$ cat config.mk
export PLATFORM = sky130hd
export DESIGN_NAME = cryptoveril
export DESIGN_NICKNAME = d
export VERILOG_FILES = /design/src/rtl/cryptoveril.sv
export SDC_FILE = /design/constraint.sdc
export NUM_CORES = 1
export LEC_CHECK = 0
export CAP_MARGIN = 20
export CORE_ASPECT_RATIO = 0.6
export CORE_MARGIN = 8
export CORE_UTILIZATION = 35
export DETAILED_ROUTE_END_ITERATION = 6
export SLEW_MARGIN = 40
export SYNTH_ARGS = -nofsm -noshare
export SYNTH_HDL_FRONTEND = slang
export SYNTH_SLANG_ARGS = --single-unit
$ cat constraint.sdc
create_clock -name clk1 -period 3.1 [get_ports clk1]
set_clock_uncertainty 0.15 [all_clocks]
set_input_delay 0.465 -clock clk1 [delete_from_list [all_inputs] [get_ports clk1]]
set_output_delay 0.465 -clock clk1 [all_outputs]
set_load 0.02 [all_outputs]
$ cat src/rtl/cryptoveril.sv
// cryptoveril: 3-stage rotate/add/fold cipher on a 16-bit word
// with a 5-bit key, sequenced by a load/start FSM.
//
// Ports:
//   clk1        clock, all state on rising edge
//   rst         synchronous reset, active low
//   input_data  plaintext, captured when ld=1
//   key_bits    key, captured when ld=1
//   ld          load strobe, restarts from any state
//   start       level run enable, only honoured in LOADED
//   output_data registered ciphertext, updated in S3
//   stg1_out    rotate stage result
//   stg2_out    add stage result, carry in bit 16
//   stg3_out    fold stage result (same as output_data)
//   stg1_done   rotate stage completed
//   stg2_done   add stage completed
//   out_parity  XOR of output_data, only with
//               CRYPTOVERIL_PARITY_EN defined
module cryptoveril (
  input  logic        clk1,
  input  logic        rst,
  input  logic [15:0] input_data,
  input  logic [4:0]  key_bits,
  input  logic        ld,
  input  logic        start,
  output logic [15:0] output_data,
  output logic [15:0] stg1_out,
  output logic [16:0] stg2_out,
  output logic [15:0] stg3_out,
  output logic        stg1_done,
  output logic        stg2_done
`ifdef CRYPTOVERIL_PARITY_EN
  ,
  output logic        out_parity
`endif
);

  typedef enum logic [2:0] {
    IDLE,
    LOADED,
    S1,
    S2,
    S3,
    DONE
  } state_t;

  state_t      state;
  logic [15:0] data_reg;
  logic [4:0]  key_reg;

  logic [15:0] k16;
  logic [4:0]  rinv;
  logic [15:0] rot_val;
  logic [16:0] add_val;
  logic [15:0] fold_val;
  logic [15:0] s3_val;

  // Key replicated to 16 bits, top bit padded with key LSB
  assign k16 = {key_reg[0], key_reg, key_reg, key_reg};

  // Rotate by 0 makes the right shift 16, which yields zero
  assign rinv    = 5'd16 - {1'b0, key_reg[3:0]};
  assign rot_val = (data_reg << key_reg[3:0])
                 | (data_reg >> rinv);

  assign add_val = {1'b0, stg1_out} + {1'b0, k16};

  // End-around carry, then XOR with byte-swapped key
  assign fold_val = stg2_out[15:0]
                  + {15'b0, stg2_out[16]};
  assign s3_val   = fold_val ^ {k16[7:0], k16[15:8]};

  always_ff @(posedge clk1) begin
    if (!rst) begin
      state       <= IDLE;
      data_reg    <= '0;
      key_reg     <= '0;
      output_data <= '0;
      stg1_out    <= '0;
      stg2_out    <= '0;
      stg3_out    <= '0;
      stg1_done   <= 1'b0;
      stg2_done   <= 1'b0;
`ifdef CRYPTOVERIL_PARITY_EN
      out_parity  <= 1'b0;
`endif
    end else if (ld) begin
      data_reg  <= input_data;
      key_reg   <= key_bits;
      stg1_done <= 1'b0;
      stg2_done <= 1'b0;
      state     <= LOADED;
    end else begin
      case (state)
        LOADED: begin
          if (start) state <= S1;
        end
        S1: begin
          stg1_out  <= rot_val;
          stg1_done <= 1'b1;
          state     <= S2;
        end
        S2: begin
          stg2_out  <= add_val;
          stg2_done <= 1'b1;
          state     <= S3;
        end
        S3: begin
          stg3_out    <= s3_val;
          output_data <= s3_val;
`ifdef CRYPTOVERIL_PARITY_EN
          out_parity  <= ^s3_val;
`endif
          state       <= DONE;
        end
        default: state <= state;
      endcase
    end
  end

endmodule

==> metrics.cfg, run 1 <==
[min_path]
min_from = stg3_out[15]$_SDFFE_PN0P_
hp-class = reg -> reg

[worst_setup_path]
cp_max_fo = 11
crit_path_end_kind = flop
critPathLaunch = key_reg[0]$_SDFFE_PN0P_
arrival_ns = 2.76
r2r-start = key_reg[0]$_SDFFE_PN0P_
worstSetupStartpointType = flop
required_ns = 3.18
critPathKind = reg -> reg

[floorplanning]
dieArea_um2 = 19660
start_util = 0.3537
coreArea_um2 = 15150
die_height_um = 111.8
rows = 35
fp.dieW_um = 175.7
ioPinCount = 92

[final_layout]
seq_area_um2 = 1503
nFillCells = 1476
largest_register_ff_count = 17
final_common_cell = clkdlybuf4s50_1
final_cell_mix = clkdlybuf4s50_1, nand2_1, dfxtp_1, mux2i_1, o21ai_0
antenna_cells = 0
post-route-util = 0.4387
area_growth_pct = 24.05
regMostFlops = stg2_out
fin_nets = 717
multi_input_area_um2 = 3495
layout-drive-gt1-share = 0.08284

[sta]
finalSetupViolations = 0
worst_slack_ns = 0.4179
rsz0062_at_grt = no
period_minus_slack_ns = 2.682
hold_violations = 0
slew_headroom = 0.5024
maxClockFrequency_mhz = 372.8
final_max_slew_viol_count = 0
worstMarginPinSlew_ns = 0.7257
period_share = 0.8652
fin_setup_tns_ns = 0

[global_routing]
grt_overflow = 0
grt_pass1_vias = 4458
grt_antenna_before_repair = 0
grt_max_degree = 55
grt_pass1_wl_um = 26210
grtUsageTotal = 0.1683

[logic_synthesis]
synthCells = 608
synth-edff-count = 0
netlist_area_um2 = 5359
synthFlopType = dfxtp_1
yosysSeqAreaShare = 0.2802
syn_avg_cell_area_um2 = 8.814
yosys_warnings = 0
async_reset_ff_frac = 0
postSynthNetCount = 653
ys_types = 71
ys_ff_latch = 75

[clock_network]
cts_hold_buf = 0
tritoncts.num_buffers = 9
cts_resized = 0
path_clk_slew_ns = 0.06
clockBufferDepth = 2
insertion_delay_ns = 0.34
cts_root_buffer = clkbuf_16
postCtsSetupBuffers = 0
htreeDepth = 3
cts_tree = done
clock-sinks = 75

[placed_design]
hpwlAfterDp_um = 12590
gp_congestion = 0.9115
portBuffers = 91
place_ws_ns = 0.4458

[outcome]
status = finished clean

[route]
drtAntennaViolNets = 0
routedWlPerCell_um = 18.72
drt_drc_violations_left = 0
routed_wl_um = 16450
routed-via-count = 4745
vias_per_cell = 5.398
firstDrtPassIters = 6
drt_iter0_markers = 486

[power]
power.leakage_nw = 2.614
p_per_area_nw_per_um2 = 398.8
ir_drop_mv = 0.2312

[flow_run]
cap_violations = 0

-- where the power goes --
| part | leakage, nW | internal, mW | switching, mW | total, mW |
|---|---|---|---|---|
| Sequential | 0.609 | 0.986 | 0.0407 | 1.03 |
| Clock | 0.148 | 0.723 | 0.422 | 1.14 |
| Combinational | 1.86 | 0.213 | 0.267 | 0.480 |
-- through the flow --
step                      hold WS [ns]  power, mW  instance area, um^2  std cells
after global placement          0.3076      1.518                 6327        864
after CTS                       0.3354      2.675                 6648        879
final                           0.3331      2.651                 6648        879
after global routing            0.3493      2.767                 6648        879
after detailed placement        0.3252      1.520                 6330        864
after floorplan                 0.3753      1.369                 5359        608
-- logic make-up after synthesis --
group,synth area share
flops,0.2802
simple gates,0.1725
mux,0.1695
xor+xnor,0.07378
fa+ha+maj,0.04810
compound gates,0.1882
buf+inv,0.06771
-- worst paths after layout --
| kind | endpoint | slack [ns] | cells past startpoint |
|---|---|---|---|
| worst max-delay path | stg1_out[0]$_SDFFE_PN0P_ | 0.42 | 9 |
| worst max register to register | stg1_out[0]$_SDFFE_PN0P_ | 0.42 | 9 |
| worst min-delay path | stg3_out[15]$_SDFFE_PN0P_ | 0.33 | 2 |
| worst min register to register | stg3_out[15]$_SDFFE_PN0P_ | 0.33 | 2 |
-- synthesized netlist by cell type, types with 3 or more instances --
| cell type | number | area [um^2] |
|---|---|---|
| nand2_1 | 77 | 289.0 |
| dfxtp_1 | 75 | 1501 |
| mux2i_1 | 51 | 510.5 |
| o21ai_0 | 50 | 250.2 |
| a21oi_1 | 42 | 210.2 |
| xnor2_1 | 31 | 271.5 |
| nor2b_1 | 23 | 143.9 |
| buf_4 | 20 | 150.1 |
| nor2_1 | 20 | 75.07 |
| ha_1 | 19 | 237.7 |
| and2_1 | 17 | 106.4 |
| nand3_1 | 17 | 85.08 |
| clkbuf_1 | 16 | 60.06 |
| buf_2 | 13 | 65.06 |
| xor2_1 | 11 | 96.34 |
| mux4_1 | 10 | 262.8 |
| a31oi_1 | 8 | 50.05 |
| a21boi_0 | 7 | 52.55 |
| nand2b_1 | 6 | 37.54 |
| o21ai_1 | 6 | 30.03 |
| a21o_1 | 5 | 37.54 |
| inv_1 | 5 | 18.77 |
| mux4_2 | 5 | 112.6 |
| nand4_1 | 5 | 31.28 |
| o211a_1 | 4 | 40.04 |
| a211oi_1 | 3 | 22.52 |
| and3_1 | 3 | 18.77 |
| buf_1 | 3 | 11.26 |
| buf_6 | 3 | 33.78 |
| o22ai_1 | 3 | 18.77 |
-- worst max-delay path, cell delays in order (launching register included) --
cell	delay, ns
dfxtp_2	0.47
inv_2	0.07
ha_1	0.50
buf_4	0.29
mux2i_1	0.25
mux2i_1	0.14
nand2_1	0.10
o21ai_0	0.19
a221oi_1	0.30
a21oi_1	0.11
-- layout make-up --
| cell class | instances | share of cell area |
|---|---|---|
| clock inverter | 4 | 0.01129 |
| clock buffer | 11 | 0.03651 |
| sequential | 75 | 0.2260 |
| inverter | 6 | 0.003388 |
| timing repair buffer | 109 | 0.1589 |
| multi-input combinational | 471 | 0.5257 |
| tap | 203 | 0.03821 |
-- per-layer routing --
layer | share of wire | GRT usage
met1 | 0.54 | 0.2646
met2 | 0.37 | 0.2096
met3 | 0.084 | 0.05407
met4 | 0.0090 | 0.03600
met5 | 0 | 0
(Power assumes the default switching activity.)
==> run 2, diff against run 1 <==
- SLEW_MARGIN: 40 -> 10
==> run 2 against run 1 <==
  * Total power fell by 2.5%
  * Sequential cell count stayed put
  * Non-clock buffer count stayed put
  * Clock-buffer cell count is the same
==> metrics.cfg, run 2 (synthesis results as in run 1) <==
[floorplanning]
rows = 35  ; unchanged
coreArea_um2 = 15150  ; unchanged
fp.dieW_um = 175.7  ; unchanged
start_util = 0.3537  ; unchanged
dieArea_um2 = 19660  ; unchanged
die_height_um = 111.8  ; unchanged
ioPinCount = 92  ; unchanged

[clock_network]
cts_root_buffer = clkbuf_16  ; unchanged
path_clk_slew_ns = 0.06  ; about the same
cts_resized = 0  ; unchanged
postCtsSetupBuffers = 0  ; unchanged
clockBufferDepth = 2  ; unchanged
clock-sinks = 75  ; unchanged
cts_hold_buf = 0  ; unchanged
insertion_delay_ns = 0.33  ; was 0.34 ns
tritoncts.num_buffers = 9  ; unchanged
htreeDepth = 3  ; unchanged
cts_tree = done  ; unchanged

[route]
drt_iter0_markers = 332  ; was 486
routed-via-count = 4733  ; was 4745
routedWlPerCell_um = 18.67  ; was 18.72 um
firstDrtPassIters = 5  ; was 6
drtAntennaViolNets = 0  ; unchanged
vias_per_cell = 5.378  ; was 5.398
routed_wl_um = 16430  ; was 16450 um
drt_drc_violations_left = 0  ; unchanged

[final_layout]
regMostFlops = stg2_out  ; unchanged
final_common_cell = clkdlybuf4s50_1  ; unchanged
final_cell_mix = clkdlybuf4s50_1, nand2_1, dfxtp_1, mux2i_1, o21ai_0  ; unchanged
antenna_cells = 0  ; unchanged
fin_nets = 717  ; unchanged
area_growth_pct = 23.77  ; was 24.05%
final_cells = 880  ; was 879
layout-drive-gt1-share = 0.08419  ; was 0.08284
largest_register_ff_count = 17  ; unchanged

[sta]
period_minus_slack_ns = 2.663  ; was 2.682 ns
worstMarginPinSlew_ns = 0.9275  ; was 0.7257 ns
whs_ns = 0.3340  ; was 0.3331 ns
fin_setup_tns_ns = 0  ; unchanged
maxClockFrequency_mhz = 375.5  ; was 372.8 MHz
final_max_slew_viol_count = 0  ; unchanged
finalSetupViolations = 0  ; unchanged
rsz0062_at_grt = no  ; unchanged
hold_violations = 0  ; unchanged
period_share = 0.8590  ; was 0.8652
slew_headroom = 0.3817  ; was 0.5024

[power]
power.leakage_nw = 2.607  ; was 2.614 nW
ir_drop_mv = 0.2477  ; was 0.2312 mV
p_per_area_nw_per_um2 = 389.7  ; was 398.8 nW/um^2

[placed_design]
gp_congestion = 0.9115  ; unchanged
hpwlAfterDp_um = 12580  ; was 12590 um
portBuffers = 91  ; unchanged
post-place-cells = 864  ; unchanged

[outcome]
status = finished clean  ; unchanged

[global_routing]
grtUsageTotal = 0.1669  ; was 0.1683
grt_pass1_vias = 4473  ; was 4458
grt_antenna_before_repair = 0  ; unchanged
grt_overflow = 0  ; unchanged
grt_pass1_wl_um = 26140  ; was 26210 um
grt_max_degree = 55  ; unchanged

[worst_setup_path]
arrival_ns = 2.73  ; was 2.76 ns
cp_max_fo = 9  ; was 11
crit_path_end_kind = flop  ; unchanged
ff2ff_setup_slack_ns = 0.44  ; was 0.42 ns
r2r-start = key_reg[0]$_SDFFE_PN0P_  ; unchanged
r2r_end = stg2_out[14]$_SDFFE_PN0P_  ; was stg1_out[0]$_SDFFE_PN0P_
critPathKind = reg -> reg  ; unchanged
reg2regPathDepth = 8  ; was 9
required_ns = 3.17  ; was 3.18 ns
worstSetupStartpointType = flop  ; unchanged

[min_path]
hp-class = reg -> reg  ; unchanged
holdPathStages = 2  ; unchanged
hold_end = stg3_out[2]$_SDFFE_PN0P_  ; was stg3_out[15]$_SDFFE_PN0P_
min_from = stg3_out[2]$_SDFFE_PN0P_  ; was stg3_out[15]$_SDFFE_PN0P_

[flow_run]
cap_violations = 0  ; unchanged

run 2: cell count changes in the layout (fill, tap and decap cells not counted), sizes merged:
cell    previous run  this run
clkinv             0         2
bufinv             2         1
run 2: worst max-delay path: stages, from the launching register on:
cell and delay, ns:
dfxtp_2 0.40, ha_1 0.26, fa_1 0.41, a21o_1 0.23
a221oi_2 0.36, o21ai_1 0.23, a41oi_2 0.28, xor2_1 0.16
o21ai_1 0.07
run 2: per-layer routing:
layer  global-route usage  up-vias  wire length [um]
met5                    0        -                 0
met4              0.03037        0               120
met3              0.05103        9              1269
met2               0.2129      163              6065
met1               0.2616     2262              8975
li1                     -     2299                 -
run 2: where the power goes:
part | total (mW) | leakage [nW] | switching, mW | internal, mW
clock network | 1.08 | 0.142 | 0.429 | 0.649
registers | 1.03 | 0.609 | 0.0404 | 0.986
logic | 0.480 | 1.86 | 0.268 | 0.213
total | 2.58 | 2.61 | 0.737 | 1.85
run 2: worst max path at each step:
stage / startpoint / endpoint / slack, ns / cells past startpoint
6_report: key_reg[0]$_SDFFE_PN0P_ / stg2_out[14]$_SDFFE_PN0P_ / 0.44 / 8
2_1_floorplan: key_reg[0]$_SDFFE_PN0P_ / stg1_out[0]$_SDFFE_PN0P_ / 0.53 / 10
4_1_cts: key_reg[0]$_SDFFE_PN0P_ / stg2_out[14]$_SDFFE_PN0P_ / 0.47 / 8
5_1_grt: key_reg[0]$_SDFFE_PN0P_ / stg1_out[5]$_SDFFE_PN0P_ / 0.30 / 8
3_5_place_dp: ld / stg3_out[5]$_SDFFE_PN0P_ / 0.45 / 5
3_3_place_gp: key_reg[0]$_SDFFE_PN0P_ / stg1_out[0]$_SDFFE_PN0P_ / 0.45 / 9
run 2: through the flow:
stage / setup slack [ns] / util / area [um^2] / power, mW
global route: 0.3036 / 0.4377 / 6633 / 2.706
CTS: 0.4719 / 0.4377 / 6633 / 2.604
detailed placement: 0.4480 / 0.4176 / 6327 / 1.520
global placement: 0.4537 / 0.4176 / 6327 / 1.518
finish: 0.4370 / 0.4377 / 6633 / 2.585
floorplan: 0.5349 / - / 5359 / 1.369
run 2: cell type report:
type / instances / area (um^2)
Clock inverter: 5 / 62.56
Multi-Input combinational cell: 471 / 3495
Timing Repair Buffer: 109 / 1054
Inverter: 6 / 22.52
Clock buffer: 11 / 242.7
Sequential cell: 75 / 1503
Fill cell: 1491 / 8519
Tap cell: 203 / 254.0
